## src/rtl/cla_seq_adder.sv

```systemverilog
// Sequential adder/subtractor: one 4-bit carry-lookahead slice is reused once per nibble,
// least significant first, under a valid/ready handshake with abort.
module cla_seq_adder #(
    parameter int WIDTH = 16
) (
    input  logic             clk,
    input  logic             rst,
    input  logic             in_valid,
    output logic             in_ready,
    input  logic [WIDTH-1:0] a,
    input  logic [WIDTH-1:0] b,
    input  logic             cin,
    input  logic             sub,
    input  logic             abort,
    output logic             out_valid,
    input  logic             out_ready,
    output logic [WIDTH-1:0] sum,
    output logic             cout,
    output logic             overflow,
    output logic             busy
);

    localparam int NIBBLES = WIDTH / 4;
    localparam int CW      = (NIBBLES > 1) ? $clog2(NIBBLES) : 1;
    localparam logic [CW-1:0] LAST_NIB = CW'(NIBBLES - 1);

    localparam logic [1:0] IDLE = 2'd0;
    localparam logic [1:0] RUN  = 2'd1;
    localparam logic [1:0] DONE = 2'd2;

    logic [1:0]       state_q, state_d;
    logic [CW-1:0]    cnt_q, cnt_d;
    logic             carry_q, carry_d;
    logic [WIDTH-1:0] a_q, a_d;
    logic [WIDTH-1:0] b_q, b_d;
    logic [WIDTH-1:0] sum_q, sum_d;

    logic [3:0] nib_a, nib_b, g, p, slice_sum;
    logic [3:0] c;
    logic       c4;

    // Lookahead slice: every carry is expressed directly from g, p and the incoming carry.
    always_comb begin
        nib_a = a_q[{cnt_q, 2'b00} +: 4];
        nib_b = b_q[{cnt_q, 2'b00} +: 4];
        g     = nib_a & nib_b;
        p     = nib_a ^ nib_b;
        c[0]  = carry_q;
        c[1]  = g[0] | (p[0] & carry_q);
        c[2]  = g[1] | (p[1] & g[0]) | (p[1] & p[0] & carry_q);
        c[3]  = g[2] | (p[2] & g[1]) | (p[2] & p[1] & g[0]) | (p[2] & p[1] & p[0] & carry_q);
        c4    = g[3] | (p[3] & g[2]) | (p[3] & p[2] & g[1]) | (p[3] & p[2] & p[1] & g[0])
              | (p[3] & p[2] & p[1] & p[0] & carry_q);
        slice_sum = p ^ c;
    end

    always_comb begin
        // NOTE: every next-state variable takes its hold value first so no path infers a latch.
        state_d = state_q;
        cnt_d   = cnt_q;
        carry_d = carry_q;
        a_d     = a_q;
        b_d     = b_q;
        sum_d   = sum_q;

        case (state_q)
            IDLE: begin
                if (in_valid) begin
                    a_d     = a;
                    b_d     = sub ? ~b : b;
                    carry_d = sub ? 1'b1 : cin;
                    cnt_d   = '0;
                    sum_d   = '0;
                    state_d = RUN;
                end
            end
            RUN: begin
                if (abort) begin
                    state_d = IDLE;
                    cnt_d   = '0;
                    carry_d = 1'b0;
                    sum_d   = '0;
                end else begin
                    sum_d[{cnt_q, 2'b00} +: 4] = slice_sum;
                    carry_d = c4;
                    if (cnt_q == LAST_NIB) begin
                        cnt_d   = '0;
                        state_d = DONE;
                    end else begin
                        cnt_d = cnt_q + 1'b1;
                    end
                end
            end
            DONE: begin
                // Abort takes priority over a simultaneous delivery; both leave a clean IDLE.
                if (abort || out_ready) begin
                    state_d = IDLE;
                    carry_d = 1'b0;
                    sum_d   = '0;
                end
            end
            default: begin
                state_d = IDLE;
                cnt_d   = '0;
                carry_d = 1'b0;
                sum_d   = '0;
            end
        endcase
    end

    // NOTE: sequential state is written only with non-blocking assignments.
    always_ff @(posedge clk or posedge rst) begin
        if (rst) begin
            state_q <= IDLE;
            cnt_q   <= '0;
            carry_q <= 1'b0;
            a_q     <= '0;
            b_q     <= '0;
            sum_q   <= '0;
        end else begin
            state_q <= state_d;
            cnt_q   <= cnt_d;
            carry_q <= carry_d;
            a_q     <= a_d;
            b_q     <= b_d;
            sum_q   <= sum_d;
        end
    end

    assign in_ready  = (state_q == IDLE);
    assign busy      = (state_q != IDLE);
    assign out_valid = (state_q == DONE);
    assign sum       = sum_q;
    assign cout      = out_valid & carry_q;
    // b_q already holds ~b for subtraction, so one formula covers both operations.
    assign overflow  = out_valid & (a_q[WIDTH-1] == b_q[WIDTH-1]) & (sum_q[WIDTH-1] != a_q[WIDTH-1]);

endmodule

```

## config.mk

```make
export PLATFORM = sky130hd
export DESIGN_NAME = cla_seq_adder
export DESIGN_NICKNAME = d
export VERILOG_FILES = /design/src/rtl/cla_seq_adder.sv
export SDC_FILE = /design/constraint.sdc
export NUM_CORES = 1
export LEC_CHECK = 0
export CAP_MARGIN = 20
export CORE_MARGIN = 2
export CORE_UTILIZATION = 56
export CTS_BUF_LIST = sky130_fd_sc_hd__clkbuf_2
export DETAILED_ROUTE_END_ITERATION = 10
export PLACE_DENSITY_LB_ADDON = 0.1
export SLEW_MARGIN = 10
export SYNTH_ARGS = -nofsm -noshare
export SYNTH_HDL_FRONTEND = slang
export SYNTH_SLANG_ARGS = --single-unit
```

## constraint.sdc

```tcl
create_clock -name clk -period 5.8 [get_ports clk]
set_input_delay 1.16 -clock clk [delete_from_list [all_inputs] [get_ports clk]]
set_output_delay 1.16 -clock clk [all_outputs]
set_load 0.05 [all_outputs]
```

==> results of run 1 <==
kinds of logic after synthesis:
| family | Yosys count |
|---|---|
| AOI/OAI and AO/OA | 53 |
| adders and majority gates | 10 |
| and+or+nand+nor | 44 |
| DFF | 53 |
| buffers and inverters | 20 |
| xor gates and xnor gates | 18 |
| muxes | 25 |
state kept, by name, indices dropped and copies added, names as in the netlist:
register  count
a_q          16
b_q          16
sum          16
cnt_q         2
state_q       2
carry_q       1
power by group through the flow:
stage / sequential, W / combinational (W) / clock, W
floorplan: 0.000524 / 0.000362 / 0
global placement: 0.000522 / 0.000507 / 0
detailed placement: 0.000524 / 0.000520 / 0
CTS: 0.000516 / 0.000522 / 0.000189
global route: 0.000527 / 0.000570 / 0.000203
finish: 0.000516 / 0.000526 / 0.000184
worst max-delay path by stage:
| stage | slack (ps) | startpoint | end |
|---|---|---|---|
| 3_5_place_dp | 2460 | cnt_q[0]$_DFFE_PP0P_ | sum[3]$_DFFE_PP0P_ |
| 5_1_grt | 2270 | cnt_q[0]$_DFFE_PP0P_ | sum[3]$_DFFE_PP0P_ |
| 3_3_place_gp | 2630 | cnt_q[0]$_DFFE_PP0P_ | sum[15]$_DFFE_PP0P_ |
| 6_report | 2380 | cnt_q[0]$_DFFE_PP0P_ | sum[3]$_DFFE_PP0P_ |
| 2_1_floorplan | 3020 | state_q[1]$_DFFE_PP0P_ | busy |
| 4_1_cts | 2420 | cnt_q[0]$_DFFE_PP0P_ | sum[3]$_DFFE_PP0P_ |
Yosys cell counts:
cell	count	area, um2
mux4_2	8	180
inv_1	8	30.0
or3b_1	1	8.76
a211oi_1	1	7.51
xor2_1	1	8.76
nor3b_1	1	7.51
nor2_1	25	93.8
and4b_1	1	10.0
and4_4	3	33.8
nand2b_1	1	6.26
and2_1	1	6.26
nand2_1	4	15.0
o2bb2ai_1	4	35.0
buf_2	9	45.0
o32ai_1	1	8.76
xnor2_1	17	149
ha_1	9	113
a21oi_1	20	100
buf_6	1	11.3
fa_1	1	20.0
a31oi_1	1	6.26
nor2_8	1	20.0
mux2_2	17	191
o21ai_0	4	20.0
o311ai_0	1	8.76
o21bai_1	2	15.0
nand4b_1	2	17.5
a21o_1	2	15.0
a22o_1	12	105
nor4b_4	1	23.8
clkbuf_1	2	7.51
nand4_1	3	18.8
dfrtp_1	53	1330
o31ai_1	1	7.51
o21ai_1	4	20.0
worst reg2reg max path, delay by kind of cell, from the launching register on:
kind	cells	cell delay, ps
DFF	1	970
muxes	1	660
adders and majority gates	1	350
and+or+nand+nor	1	70
AOI/OAI and AO/OA	3	1210
through the flow:
stage               hold slack, ps  util, %  cells  total power (W)
floorplan                      475        -    223         0.000886
global placement               484     70.2    325          0.00103
detailed placement             485     70.2    325          0.00104
CTS                            536     71.6    333          0.00123
global route                   565     72.0    334          0.00130
finish                         534     72.0    334          0.00123
per-layer routing:
metal | track usage [%] | routed length, um | up-vias
met5 | 0 | 0 | -
met4 | 7.68 | 36 | 0
met3 | 3.29 | 269 | 4
met2 | 34.0 | 2600 | 53
met1 | 30.5 | 2360 | 939
li1 | - | - | 917
final cells by class:
cell class,instances,area [um2]
Sequential cell,53,1330
Fill cell,380,1310
Multi-Input combinational cell,150,1270
Timing Repair Buffer,61,618
Tap cell,54,67.6
Clock inverter,2,33.8
Clock buffer,6,30.0
Inverter,8,30.0
==> impl_results.md, run 1 <==
* Final hold vios at 0
* Share of post-route cells with drive strength above 1 at 14.3%
* R2R depth at 6
* Syn nets at 272
* # nets final at 328
* Initial antenna violation count at 0
* Clock slew at reported path FFs at 260 ps
* Clock tree sinks at 53
* Pin count of the biggest net entering global routing at 54
* Yosys reg bits at 53
* DR WL/cell at 15.8 um
* Die Area at 5380 um2
* Clock power frac at 15.0%
* Syn Std Cell Area at 2690 um2
* Min-delay worst type: reg -> reg
* Die W at 73.3 um
* Routability congestion estimate at 0.818
* Status: complete, no violations
* Post-Route WL at 5270 um
* Final instance area at 3380 um2
* Sequential power share at 42.1%
* Setup Viol. Count Final at 0
* PostCTS Resize Cnt at 0
* CTS tree: done
* Cells after Synth at 223
* Switching Fraction at 38.5%
* Origin of the critical flop-to-flop path: cnt_q[0]$_DFFE_PP0P_
* First-pass GRT wire length at 8840 um
* Post-synthesis sequential area ratio at 49.3%
* Max rail drop VDD at 0.202 mV
* I/O Pins at 60
* Min cycle time layout at 3420 ps
* Buffers and inverters on the worst path at 0
* Commonest non-fill, non-tap cells in the layout: clkdlybuf4s50_1 (59), dfrtp_1 (53), nor2_1 (25), a21oi_1 (20)
* CP top delay family: compound AO/OA/AOI/OAI gates
* Compound-gate portion of the synthesized area at 13.0%
* Slew margin rel. at 30.8%
* Drt via density at 5.73
* CP endpoint kind: flip-flop
* HPWL after detailed placement at 3860 um
* Root Buffer: clkbuf_2
* Clk_lat worst skew at 430 ps
* Ys Warns at 0
* R2r endpoint: sum[3]$_DFFE_PP0P_
* Comb pwr share at 42.9%
* Startpoint types: flip-flop
* Mux share of post-synthesis cell area at 13.8%
* 1st-pass router iterations at 4
* ANT nets after route at 0
* GRT Total Usage at 21.5%
* Most common cell after layout, fill and taps aside: clkdlybuf4s50_1
* Post-Syn Area per Cell at 12.1 um2
* Crit-path max FO at 18
* DP Worst Slack at 2460 ps
* Xor and xnor area share after synthesis at 5.86%
* Routed vias at 1,913
* Iteration-0 DRC Markers at 128
* Critical Path Stages at 6
* Hold depth at 1
* Hold_sp: sum[13]$_DFFE_PP0P_
* Total grt overflow at 0
* Clock skew at 25.9 ps
* Simple-Gate Fraction of Synth Area at 9.71%
* Final setup margin at 2380 ps
* Ant diodes at 0
* Area growth syn-to-layout at 25.5%
* Int Pwr at 0.000753 W
* # DRC at 0
* Fraction of the mapped netlist area in adder cells at 4.93%
* Core area at 4690 um2
* PwrDens at 363 nW/um2
* Worst EP required at 6090 ps
* Setup slack, reg-to-reg at 2380 ps
* CTS buffer count at 5
* H-tree levels at 2
* Final worst path period share at 59.0%
* Vias in the first global route at 1,863
* CP max-delay cell: dfrtp_1
* Largest stage delay on the critical path at 970 ps
* Setup Fix Bufs, Post-CTS at 0
* Hold buffers post-CTS at 0
* Max Slew Vio Count at 0
* Port buffer count at 59
* Arr. time, crit path at 3710 ps
* P_leak at 1.40 nW
* Placed Area at 3290 um2
* Initial core utilization at 57.4%
* Clock Tree Buf Depth at 2
* Sw Pwr at 0.000472 W
* F_max at 292 MHz
* Setup tns final at 0 ps
* Largest family of logic cells by synthesized area: multiplexers
* Hold worst-path end: sum[13]$_DFFE_PP0P_
* Rows at 25
* Crit path kind: reg -> reg
* Worst Tran Pin Value at 1030 ps
* Vert. Die Dim at 73.3 um
* Synth cell types at 35
* Critical-path cell list: mux4_2, ha_1, a211oi_1, nor2_1, o311ai_0, o2bb2ai_1
* Max-cap violations at 0
* RSZ-0062 raised after global routing: false
No activity file was read; power rests on OpenSTA's default activity.
==> run 2: changes to the inputs <==
--- a/config.mk
+++ b/config.mk
@@ -7,7 +7,7 @@
 export LEC_CHECK = 0
 export CAP_MARGIN = 20
 export CORE_MARGIN = 2
-export CORE_UTILIZATION = 56
+export CORE_UTILIZATION = 52
 export CTS_BUF_LIST = sky130_fd_sc_hd__clkbuf_2
 export DETAILED_ROUTE_END_ITERATION = 10
 export PLACE_DENSITY_LB_ADDON = 0.1
==> constraint.sdc (replaced) <==
create_clock -name clk -period 3.25 [get_ports clk]
set_input_delay 0.65 -clock clk [delete_from_list [all_inputs] [get_ports clk]]
set_output_delay 0.65 -clock clk [all_outputs]
set_load 0.05 [all_outputs]
==> run 2 against run 1 <==
Compared with the run above: non-clock buffer count rose by 3; clock skew fell by 9.0 ps; sequential power rose by 76%; largest power group unchanged.
==> impl_results.md, run 2 (synthesized netlist as in run 1, its figures left out) <==
* Status: complete, no violations (unchanged)
* PwrDens at 622 nW/um2 (was 363 nW/um2)
* Iteration-0 DRC Markers at 150 (was 128)
* # nets final at 331 (was 328)
* Vias in the first global route at 1,951 (was 1,863)
* Hold buffers post-CTS at 0 (unchanged)
* Final hold vios at 0 (unchanged)
* Comb pwr share at 44.8% (was 42.9%)
* Drt via density at 5.44 (was 5.73)
* Clock skew at 16.9 ps (was 25.9 ps)
* Vert. Die Dim at 76.0 um (was 73.3 um)
* P_leak at 1.41 nW (was 1.40 nW)
* Switching Fraction at 38.4% (was 38.5%)
* F_max at 362 MHz
* Total grt overflow at 0 (unchanged)
* Routability congestion estimate at 0.799 (was 0.818)
* Sw Pwr at 0.000810 W (was 0.000472 W)
* Clock slew at reported path FFs at 250 ps (was 260 ps)
* Hold Worst Slack at 524 ps (was 534 ps)
* Die W at 76.0 um (was 73.3 um)
* Startpoint types: flip-flop (unchanged)
* Worst Tran Pin Value at 541 ps (was 1030 ps)
* Crit-path max FO at 7 (was 18)
* I/O Pins at 60 (unchanged)
* Total power at 0.00211 W (was 0.00123 W)
* Routed vias at 1,919 (was 1,913)
* Port buffer count at 59 (unchanged)
* Post-Route WL at 5180 um (was 5270 um)
* Clock power frac at 12.2% (was 15.0%)
* Min cycle time layout at 2760 ps
* Setup tns final at 0 ps (unchanged)
* Crit path kind: reg -> out (was reg -> reg)
* Commonest non-fill, non-tap cells in the layout: clkdlybuf4s50_1 (59), dfrtp_1 (53), nor2_1 (25), a21oi_1 (20) (unchanged)
* Arr. time, crit path at 2110 ps (was 3710 ps)
* DR WL/cell at 14.7 um (was 15.8 um)
* Clk_lat worst skew at 430 ps (about the same)
* Clock tree sinks at 53 (unchanged)
* # DRC at 0 (unchanged)
* Int Pwr at 0.00130 W (was 0.000753 W)
* H-tree levels at 2 (unchanged)
* Setup Fix Bufs, Post-CTS at 0 (unchanged)
* Max rail drop VDD at 0.336 mV (was 0.202 mV)
* Final worst path period share at 85.0%
* Area growth syn-to-layout at 26.2% (was 25.5%)
* GRT Total Usage at 19.4% (was 21.5%)
* Initial core utilization at 53.4% (was 57.4%)
* Slew margin rel. at 64.0% (was 30.8%)
* CTS tree: done (unchanged)
* ANT nets after route at 0 (unchanged)
* 1st-pass router iterations at 4 (unchanged)
* Core area at 5040 um2 (was 4690 um2)
* PostCTS Resize Cnt at 0 (unchanged)
* Share of post-route cells with drive strength above 1 at 15.5% (was 14.3%)
* Setup Viol. Count Final at 0 (unchanged)
* RSZ-0062 raised after global routing: false (unchanged)
* Worst EP required at 2600 ps (was 6090 ps)
* CTS buffer count at 5 (unchanged)
* Pin count of the biggest net entering global routing at 54 (unchanged)
* Rows at 26 (was 25)
* Sequential power share at 43.1% (was 42.1%)
* Ant diodes at 0 (unchanged)
* Min-delay worst type: reg -> reg (unchanged)
* Die Area at 5770 um2 (was 5380 um2)
* Most common cell after layout, fill and taps aside: clkdlybuf4s50_1 (unchanged)
* HPWL after detailed placement at 3930 um (was 3860 um)
* First-pass GRT wire length at 9120 um (was 8840 um)
* Initial antenna violation count at 0 (unchanged)
* Max-cap violations at 0 (unchanged)
* Root Buffer: clkbuf_2 (unchanged)
* CP endpoint kind: output port (was flip-flop)
* Clock Tree Buf Depth at 2 (unchanged)
* Max Slew Vio Count at 0 (unchanged)
==> run 2: changes by cell type in the layout (fill, tap and decap cells not counted) <==
cell / previous run / this run
bufinv_16: 1 / 0
clkinv_1: 1 / 0
clkbuf_2: 6 / 8
buf_4: 1 / 4
==> run 2: power by group through the flow <==
stage	sequential [W]	combinational, W	clock (W)
after detailed placement	0.000925	0.000949	0
after floorplan	0.000935	0.000646	0
after global routing	0.000932	0.00105	0.000286
after CTS	0.000912	0.000952	0.000263
final	0.000909	0.000946	0.000257
after global placement	0.000925	0.000934	0
==> run 2: routing by layer <==
layer | part of all wire [%] | GRT usage (%) | vias up
met5 | 0 | 0 | -
met4 | 1.1 | 5.64 | 0
met3 | 3.5 | 4.17 | 7
met2 | 50 | 30.3 | 37
met1 | 45 | 27.6 | 959
li1 | - | - | 916
==> run 2: worst paths after layout <==
| check | slack (ps) | startpoint | cells past startpoint | endpoint |
|---|---|---|---|---|
| hold / removal | 520 | sum[11]$_DFFE_PP0P_ | 1 | sum[11]$_DFFE_PP0P_ |
| setup / recovery | 490 | state_q[0]$_DFFE_PP0P_ | 3 | overflow |
| max in group asynchronous | 2450 | rst | 3 | sum[7]$_DFFE_PP0P_ |
| hold reg to reg | 520 | sum[11]$_DFFE_PP0P_ | 1 | sum[11]$_DFFE_PP0P_ |
| setup reg to reg | 680 | cnt_q[0]$_DFFE_PP0P_ | 7 | sum[7]$_DFFE_PP0P_ |
| min in group asynchronous | 550 | rst | 3 | sum[1]$_DFFE_PP0P_ |
==> run 2: per-stage QoR <==
step,instances,instance area [um2],util (%),setup slack (ps)
after floorplan,223,2690,-,693
after global placement,345,3360,66.6,745
after detailed placement,345,3360,66.6,706
after CTS,353,3400,67.4,464
after global routing,353,3400,67.4,368
final,353,3400,67.4,487
==> run 2: area by class of cell <==
type                            count  area (um2)
Clock buffer                        8        40.0
Fill cell                         411        1650
Inverter                            8        30.0
Multi-Input combinational cell    150        1270
Sequential cell                    53        1330
Tap cell                           70        87.6
Timing Repair Buffer               64         641
==> run 2: critical path: stages (launching register included) <==
cell,delay [ps]
dfrtp_1,500
nand2b_1,230
nor2_1,140
clkdlybuf4s50_1,810
==> run 3: changes to the inputs <==
--- a/config.mk
+++ b/config.mk
@@ -5,7 +5,6 @@
 export SDC_FILE = /design/constraint.sdc
 export NUM_CORES = 1
 export LEC_CHECK = 0
-export CAP_MARGIN = 20
 export CORE_MARGIN = 2
 export CORE_UTILIZATION = 52
 export CTS_BUF_LIST = sky130_fd_sc_hd__clkbuf_2
==> results of run 3 <==
No change in the layout: final DEF, timing and power equal those of run 2.
